--- config.mk ---
export PLATFORM = sky130hd
export DESIGN_NAME = pw_accum_pingpong_buffer_flat
export DESIGN_NICKNAME = d
export VERILOG_FILES = /design/src/rtl/pw_accum_pingpong_buffer_if.sv /design/src/rtl/pw_accum_pingpong_buffer.sv /design/src/flat_wrapper.sv
export SDC_FILE = /design/constraint.sdc
export NUM_CORES = 2
export LEC_CHECK = 0
export BUFFER_PORTS_ARGS = -buffer_cell sky130_fd_sc_hd__buf_2
export CAP_MARGIN = 20
export CORE_ASPECT_RATIO = 0.5
export CORE_MARGIN = 2
export CORE_UTILIZATION = 35
export DETAILED_ROUTE_END_ITERATION = 10
export PLACE_DENSITY_LB_ADDON = 0.08
export SYNTH_ARGS = -nofsm -noshare
export SYNTH_HDL_FRONTEND = slang
export SYNTH_SLANG_ARGS = --single-unit
--- constraint.sdc ---
create_clock -name clk -period 27.5 [get_ports clk]
set_input_delay 4.125 -clock clk [delete_from_list [all_inputs] [get_ports clk]]
set_output_delay 4.125 -clock clk [all_outputs]
set_load 0.01 [all_outputs]
--- src/rtl/pw_accum_pingpong_buffer_if.sv ---
// Slice-write and pixel-readout signals of the pointwise accumulation ping-pong buffer.
interface pw_accum_pingpong_buffer_if #(
  parameter int unsigned DATA_WIDTH = 16,
  parameter int unsigned OCP        = 8
);
  logic                      wr_en;
  logic [DATA_WIDTH*OCP-1:0] wr_data;
  logic [7:0]                wr_ic_sel;
  logic [7:0]                wr_oc_sel;
  logic                      pixel_done;
  logic                      out_valid;
  logic                      out_ready;
  logic [DATA_WIDTH*OCP-1:0] out_data;
  logic [7:0]                out_group;
  logic                      out_last;
  logic                      frame_done;
  logic                      stall;
  logic                      overflow;

  modport master (
    output wr_en, wr_data, wr_ic_sel, wr_oc_sel, pixel_done, out_ready,
    input  out_valid, out_data, out_group, out_last, frame_done, stall, overflow
  );

  modport slave (
    input  wr_en, wr_data, wr_ic_sel, wr_oc_sel, pixel_done, out_ready,
    output out_valid, out_data, out_group, out_last, frame_done, stall, overflow
  );
endinterface

--- src/rtl/pw_accum_pingpong_buffer.sv ---
// Accumulates pointwise-conv slices across input groups into a two-bank pixel
// buffer and streams each finished pixel out one output-channel group per beat.
module pw_accum_pingpong_buffer #(
  parameter int unsigned DATA_WIDTH             = 16,
  parameter int unsigned OUTCHANNEL_PARALLELISM = 8,
  parameter int unsigned MAX_GROUPS             = 8
) (
  input  logic                       clk,
  input  logic                       rst,
  input  logic [7:0]                 output_size,
  input  logic [7:0]                 input_channel,
  input  logic [7:0]                 output_channel,
  input  logic                       relu_en,
  pw_accum_pingpong_buffer_if.slave  bus
);
  localparam int unsigned OCP = OUTCHANNEL_PARALLELISM;
  localparam int unsigned LW  = DATA_WIDTH * OCP;
  localparam int unsigned GW  = (MAX_GROUPS > 1) ? $clog2(MAX_GROUPS) : 1;

  typedef enum logic [1:0] {RD_IDLE, RD_LOAD, RD_SEND} rd_state_e;

  logic [LW-1:0] bank_q [2][MAX_GROUPS];

  rd_state_e     state_q, state_d;
  logic          wb_q, wb_d, rb_q, rb_d;
  logic [1:0]    full_q, full_d;
  logic [GW-1:0] grp_q, grp_d;
  logic [LW-1:0] out_data_q, out_data_d;
  logic [7:0]    out_group_q, out_group_d;
  logic          out_last_q, out_last_d;
  logic          overflow_q, overflow_d;
  logic          frame_done_q, frame_done_d;
  logic [15:0]   pix_cnt_q, pix_cnt_d;

  logic [8:0]    grp_sum, ngrp;
  logic [15:0]   frame_px;
  logic [7:0]    wr_grp;
  logic          wr_hit;
  logic [LW-1:0] wr_cur, wr_next;
  logic          rd_free, other_full;

  function automatic logic [DATA_WIDTH-1:0] sat_add(input logic [DATA_WIDTH-1:0] a,
                                                    input logic [DATA_WIDTH-1:0] b);
    logic [DATA_WIDTH:0] s;
    s = {a[DATA_WIDTH-1], a} + {b[DATA_WIDTH-1], b};
    if (s[DATA_WIDTH] != s[DATA_WIDTH-1])
      return s[DATA_WIDTH] ? {1'b1, {(DATA_WIDTH-1){1'b0}}} : {1'b0, {(DATA_WIDTH-1){1'b1}}};
    return s[DATA_WIDTH-1:0];
  endfunction

  function automatic logic [LW-1:0] relu(input logic [LW-1:0] v, input logic en);
    relu = v;
    if (en)
      for (int unsigned i = 0; i < OCP; i++)
        if (v[DATA_WIDTH*i + DATA_WIDTH-1]) relu[DATA_WIDTH*i +: DATA_WIDTH] = '0;
  endfunction

  always_comb begin
    grp_sum  = {1'b0, output_channel} + 9'(OCP - 1);
    ngrp     = grp_sum / 9'(OCP);
    if (ngrp == 9'd0)                  ngrp = 9'd1;
    else if (ngrp > 9'(MAX_GROUPS))    ngrp = 9'(MAX_GROUPS);
    frame_px = 16'(output_size) * 16'(output_size);
  end

  // Slice write: first input group overwrites, later ones saturate-accumulate.
  always_comb begin
    wr_grp  = bus.wr_oc_sel / 8'(OCP);
    wr_hit  = bus.wr_en && ({1'b0, wr_grp} < ngrp);
    wr_cur  = bank_q[wb_q][wr_grp[GW-1:0]];
    wr_next = bus.wr_data;
    if (bus.wr_ic_sel != '0)
      for (int unsigned i = 0; i < OCP; i++)
        wr_next[DATA_WIDTH*i +: DATA_WIDTH] = sat_add(wr_cur[DATA_WIDTH*i +: DATA_WIDTH],
                                                      bus.wr_data[DATA_WIDTH*i +: DATA_WIDTH]);
  end

  always_ff @(posedge clk) begin
    if (wr_hit) bank_q[wb_q][wr_grp[GW-1:0]] <= wr_next;
  end

  // A readout free lands before pixel_done is evaluated. A full write bank that
  // finds the other bank free again moves over to it, which also ends a stall.
  always_comb begin
    full_d     = full_q;
    wb_d       = wb_q;
    overflow_d = overflow_q;
    rd_free    = (state_q == RD_SEND) && bus.out_ready && out_last_q;
    if (rd_free) full_d[rb_q] = 1'b0;
    other_full = full_d[~wb_q];
    if (bus.pixel_done) begin
      if (full_q[wb_q] && other_full) overflow_d = 1'b1;
      full_d[wb_q] = 1'b1;
    end
    if ((bus.pixel_done || full_q[wb_q]) && !other_full) wb_d = ~wb_q;
  end

  always_comb begin
    state_d      = state_q;
    rb_d         = rb_q;
    grp_d        = grp_q;
    out_data_d   = out_data_q;
    out_group_d  = out_group_q;
    out_last_d   = out_last_q;
    pix_cnt_d    = pix_cnt_q;
    frame_done_d = 1'b0;
    case (state_q)
      RD_IDLE: begin
        if (full_d[rb_q]) begin
          state_d = RD_LOAD;
          grp_d   = '0;
        end
      end
      RD_LOAD: begin
        out_data_d  = relu(bank_q[rb_q][grp_q], relu_en);
        out_group_d = 8'(grp_q);
        out_last_d  = ({{(9-GW){1'b0}}, grp_q} == (ngrp - 9'd1));
        state_d     = RD_SEND;
      end
      RD_SEND: begin
        if (bus.out_ready) begin
          if (out_last_q) begin
            state_d = RD_IDLE;
            rb_d    = ~rb_q;
            if (pix_cnt_q + 16'd1 == frame_px) begin
              pix_cnt_d    = '0;
              frame_done_d = 1'b1;
            end else begin
              pix_cnt_d = pix_cnt_q + 16'd1;
            end
          end else begin
            grp_d   = grp_q + GW'(1);
            state_d = RD_LOAD;
          end
        end
      end
      default: state_d = RD_IDLE;
    endcase
  end

  always_ff @(posedge clk or posedge rst) begin
    if (rst) begin
      state_q      <= RD_IDLE;
      wb_q         <= 1'b0;
      rb_q         <= 1'b0;
      full_q       <= '0;
      grp_q        <= '0;
      out_data_q   <= '0;
      out_group_q  <= '0;
      out_last_q   <= 1'b0;
      overflow_q   <= 1'b0;
      frame_done_q <= 1'b0;
      pix_cnt_q    <= '0;
    end else begin
      state_q      <= state_d;
      wb_q         <= wb_d;
      rb_q         <= rb_d;
      full_q       <= full_d;
      grp_q        <= grp_d;
      out_data_q   <= out_data_d;
      out_group_q  <= out_group_d;
      out_last_q   <= out_last_d;
      overflow_q   <= overflow_d;
      frame_done_q <= frame_done_d;
      pix_cnt_q    <= pix_cnt_d;
    end
  end

  assign bus.out_valid  = (state_q == RD_SEND);
  assign bus.out_data   = out_data_q;
  assign bus.out_group  = out_group_q;
  assign bus.out_last   = out_last_q && (state_q == RD_SEND);
  assign bus.frame_done = frame_done_q;
  assign bus.stall      = full_q[0] && full_q[1];
  assign bus.overflow   = overflow_q;

  // Upstream only ever issues input-channel selects inside the layer.
  a_ic_sel_in_range: assert property (@(posedge clk) disable iff (rst)
    (bus.wr_en && input_channel != '0) |-> (bus.wr_ic_sel < input_channel));
endmodule

--- src/flat_wrapper.sv ---
// flat-port wrapper written by rule: the top's interface ports become plain ports
module pw_accum_pingpong_buffer_flat 
#(
  parameter int unsigned DATA_WIDTH             = 16,
  parameter int unsigned OUTCHANNEL_PARALLELISM = 8,
  parameter int unsigned MAX_GROUPS             = 8
)
  (clk, rst, output_size, input_channel, output_channel, relu_en, bus_wr_en, bus_wr_data, bus_wr_ic_sel, bus_wr_oc_sel, bus_pixel_done, bus_out_ready, bus_out_valid, bus_out_data, bus_out_group, bus_out_last, bus_frame_done, bus_stall, bus_overflow);
  pw_accum_pingpong_buffer_if #(.DATA_WIDTH(DATA_WIDTH), .OCP((8))) bus_i ();
  input  logic clk;
  input  logic rst;
  input  logic [7:0] output_size;
  input  logic [7:0] input_channel;
  input  logic [7:0] output_channel;
  input  logic relu_en;
  input wire logic [$bits(bus_i.wr_en)-1:0] bus_wr_en;
  input wire logic [$bits(bus_i.wr_data)-1:0] bus_wr_data;
  input wire logic [$bits(bus_i.wr_ic_sel)-1:0] bus_wr_ic_sel;
  input wire logic [$bits(bus_i.wr_oc_sel)-1:0] bus_wr_oc_sel;
  input wire logic [$bits(bus_i.pixel_done)-1:0] bus_pixel_done;
  input wire logic [$bits(bus_i.out_ready)-1:0] bus_out_ready;
  output wire logic [$bits(bus_i.out_valid)-1:0] bus_out_valid;
  output wire logic [$bits(bus_i.out_data)-1:0] bus_out_data;
  output wire logic [$bits(bus_i.out_group)-1:0] bus_out_group;
  output wire logic [$bits(bus_i.out_last)-1:0] bus_out_last;
  output wire logic [$bits(bus_i.frame_done)-1:0] bus_frame_done;
  output wire logic [$bits(bus_i.stall)-1:0] bus_stall;
  output wire logic [$bits(bus_i.overflow)-1:0] bus_overflow;
  assign bus_i.wr_en = bus_wr_en;
  assign bus_i.wr_data = bus_wr_data;
  assign bus_i.wr_ic_sel = bus_wr_ic_sel;
  assign bus_i.wr_oc_sel = bus_wr_oc_sel;
  assign bus_i.pixel_done = bus_pixel_done;
  assign bus_i.out_ready = bus_out_ready;
  assign bus_out_valid = bus_i.out_valid;
  assign bus_out_data = bus_i.out_data;
  assign bus_out_group = bus_i.out_group;
  assign bus_out_last = bus_i.out_last;
  assign bus_frame_done = bus_i.frame_done;
  assign bus_stall = bus_i.stall;
  assign bus_overflow = bus_i.overflow;
  pw_accum_pingpong_buffer #(.DATA_WIDTH(DATA_WIDTH), .OUTCHANNEL_PARALLELISM(OUTCHANNEL_PARALLELISM), .MAX_GROUPS(MAX_GROUPS)) u_core (.clk(clk), .rst(rst), .output_size(output_size), .input_channel(input_channel), .output_channel(output_channel), .relu_en(relu_en), .bus(bus_i));
endmodule
==> metrics.txt <==
Routability Congestion 0.781; Max VDD drop 0.0891 mV; maximum root-to-sink buffer count 4; crit-path leading delay family buffers and inverters; TritonCTS Buffers 222; CORE AREA 0.308 mm2; largest net degree at the start of global routing 111; CP max stage delay 1.12 ns; Crit Path Category input pin to flip-flop; Clock transition at path regs 0.06 ns; DP HPWL 188,000 um; total gr overflow 0; All-Layer GR Usage 21.0%; yosys warns 0; # nets final 6,596; hold_buf cts 0; Post-synth EDFFs 2,048; register area share after synthesis 60.4%; row count 144; crit-path max FO 86; postcts setup bufs 0; P&R area growth vs syn 12.8%; Design Power 0.0140 W; Initial Util 35.2%; share of cells above drive strength 1 32.1%; first-pass GRT wire length 477,000 um; CP bufs+invs 5; period utilisation layout 45.5%; 1st-iter DRT viols 5,470; drt drc 0; final total negative setup slack 0 ns; DR pass1 iterations 5; Synth Register Bits 2,207; WP data required 28.00 ns; critical path cell sequence buf_8, buf_12, buf_4, buf_4, buf_4, mux4_2, mux4_2, ha_1, and2_1, a22o_1, a311oi_2, o21bai_1, a21o_1, a21o_1, a21oi_2, xnor2_1, ha_1, nand3_1, a31oi_2; Root Driver clkbuf_16; asr flop ratio synth 7.20%; Worst Hold Margin 0.472 ns; Top FF cell, synth edfxtp_1; worst-skew pair later-pin latency 0.88 ns; Multi-input gate area 0.0406 mm2; IO Pins 315; Leak 40.2 nW; drt total wl 334,000 um; Final Skew 0.0389 ns; die height 397 um; Vias 60,500; Fmax 0.0799 GHz; number of antenna-violating nets in the routed design 0; Final setup viols 0; fin util 39.7%; Filler cells 27,600; CP max-delay cell a31oi_2; sequential cell area 0.0655 mm2; leading cell type in the layout, fill and taps excluded edfxtp_1; crit-path most repeated cell buf_4; Die Wd 791 um; status completed; max cap viols 0; worst hold path class flip-flop to flip-flop; number of global-route vias before repair 64,700; CTS tree yes; Cell Area, Synth 0.108 mm2; Resized cells post-CTS 0; min Tclk post-route 12.52 ns; Avg Vias per Cell 5.77; htree depth 4; Crit. End Element flip-flop; Cells after Synth 5,901; crit start category input pin; CP arrival 13.02 ns; final hold violations 0; setup repair after global routing missed its margin no; fin. max-slew vios 0; pwr/cell area 115 mW/mm2; Avg Inst Size Synth 18.4 um2; wire length per cell 31.9 um; CTS Sinks 2,207; initial antenna violation count 29; IO buf count 298; Slew @ Worst Pin 1.15 ns; Die Area 0.314 mm2; synth unique cells 83; relative slew slack 23.5%; most frequent cells in the layout 2,048 x edfxtp_1, 1,204 x mux4_2, 295 x buf_2
[cell usage after synthesis (8+ instances only)]
cell type | instances | area [um2]
a31oi_1 | 73 | 457
clkbuf_1 | 234 | 878
xnor2_1 | 86 | 753
nor4_1 | 10 | 62.6
and2_1 | 25 | 156
buf_2 | 89 | 445
nand3b_1 | 9 | 67.6
mux2i_1 | 117 | 1170
fa_1 | 30 | 601
nand2_1 | 238 | 893
and3_1 | 13 | 81.3
o22ai_1 | 42 | 263
o21a_1 | 82 | 616
o211ai_1 | 64 | 480
xor2_1 | 64 | 561
nand3_1 | 31 | 155
buf_1 | 63 | 236
a21o_1 | 54 | 405
nor3_1 | 22 | 110
o21bai_1 | 10 | 75.1
inv_1 | 208 | 781
mux4_2 | 1204 | 27100
a21oi_1 | 120 | 601
o211a_1 | 8 | 80.1
nor2b_1 | 26 | 163
or3_1 | 20 | 125
ha_1 | 177 | 2210
dfrtp_1 | 159 | 3980
a22o_1 | 10 | 87.6
buf_4 | 8 | 60.1
nand2b_1 | 49 | 307
o21ai_0 | 257 | 1290
nor2_1 | 121 | 454
edfxtp_1 | 2048 | 61500
[per-stage QoR]
step	cell area (um2)	setup WS, ns	std cells
6_report	122000	14.98	10500
5_1_grt	122000	14.65	10500
4_1_cts	122000	14.66	10400
3_5_place_dp	115000	13.72	10000
3_3_place_gp	115000	13.96	10000
2_1_floorplan	108000	8.47	5905
[worst min-delay path: stages (launching register included)]
cell and delay [ns]:
dfrtp_1 0.34, nand2_1 0.05, o21ai_0 0.06
[power breakdown]
part	switching (W)	internal [W]	leakage [nW]
clock	0.00133	0.00168	3.42
sequential	0.000168	0.00535	20.4
combinational	0.00330	0.00220	16.4
[cell type report]
cell class,instances,share of cell area [%]
antenna,5,0.0102
clock inverter,95,0.618
sequential,2207,53.6
inverter,209,0.654
timing repair buffer,487,2.65
clock buffer,310,5.08
tap,4088,4.19
multi-input combinational,3088,33.2
[state kept, by name, summed over array words and instances (netlist names)]
signal	flops
u_core.bank_q	2048
u_core.bus.out_data	128
u_core.pix_cnt_q	16
u_core.bus.out_group	3
u_core.grp_q	3
u_core.full_q	2
u_core.state_q	2
u_core.bus.frame_done	1
u_core.bus.overflow	1
u_core.out_last_q	1
u_core.rb_q	1
u_core.wb_q	1
[kinds of logic (layout without fill, tap and decap cells)]
logic type | after synthesis | count (layout) | synth area share [%]
XOR/XNOR | 151 | 151 | 1.23
AND/OR/NAND/NOR | 603 | 603 | 2.68
flip-flops | 2207 | 2207 | 60.4
multiplexers | 1328 | 1328 | 26.2
adder cells (fa/ha/maj) | 207 | 207 | 2.60
buffers and inverters | 610 | 1101 | 2.29
AO/OA/AOI/OAI | 793 | 793 | 4.58
other | 2 | 11 | 0.00693
[worst paths after layout]
path                                     startpoint                        to  slack (ns)  depth (start not counted)
setup / recovery                   bus_wr_oc_sel[3]     u_core.bank_q[1][657]       14.98                         19
hold / removal             u_core.bus.out_data[105]  u_core.bus.out_data[105]        0.47                          2
setup reg to reg                        u_core.wb_q     u_core.bank_q[0][433]       17.35                         20
hold reg to reg            u_core.bus.out_data[105]  u_core.bus.out_data[105]        0.47                          2
max in group asynchronous                       rst               u_core.wb_q       22.39                          4
min in group asynchronous                       rst   u_core.bus.out_data[88]        3.23                          2
[per-layer routing]
layer / global-route usage, % / routed length, um / vias up
met2: 37.0 / 171000 / 1564
met5: 0 / 17 / -
li1: - / - / 25300
met3: 2.44 / 13800 / 396
met1: 28.2 / 143000 / 33300
met4: 4.07 / 6830 / 4
(Power assumes the default switching activity.)
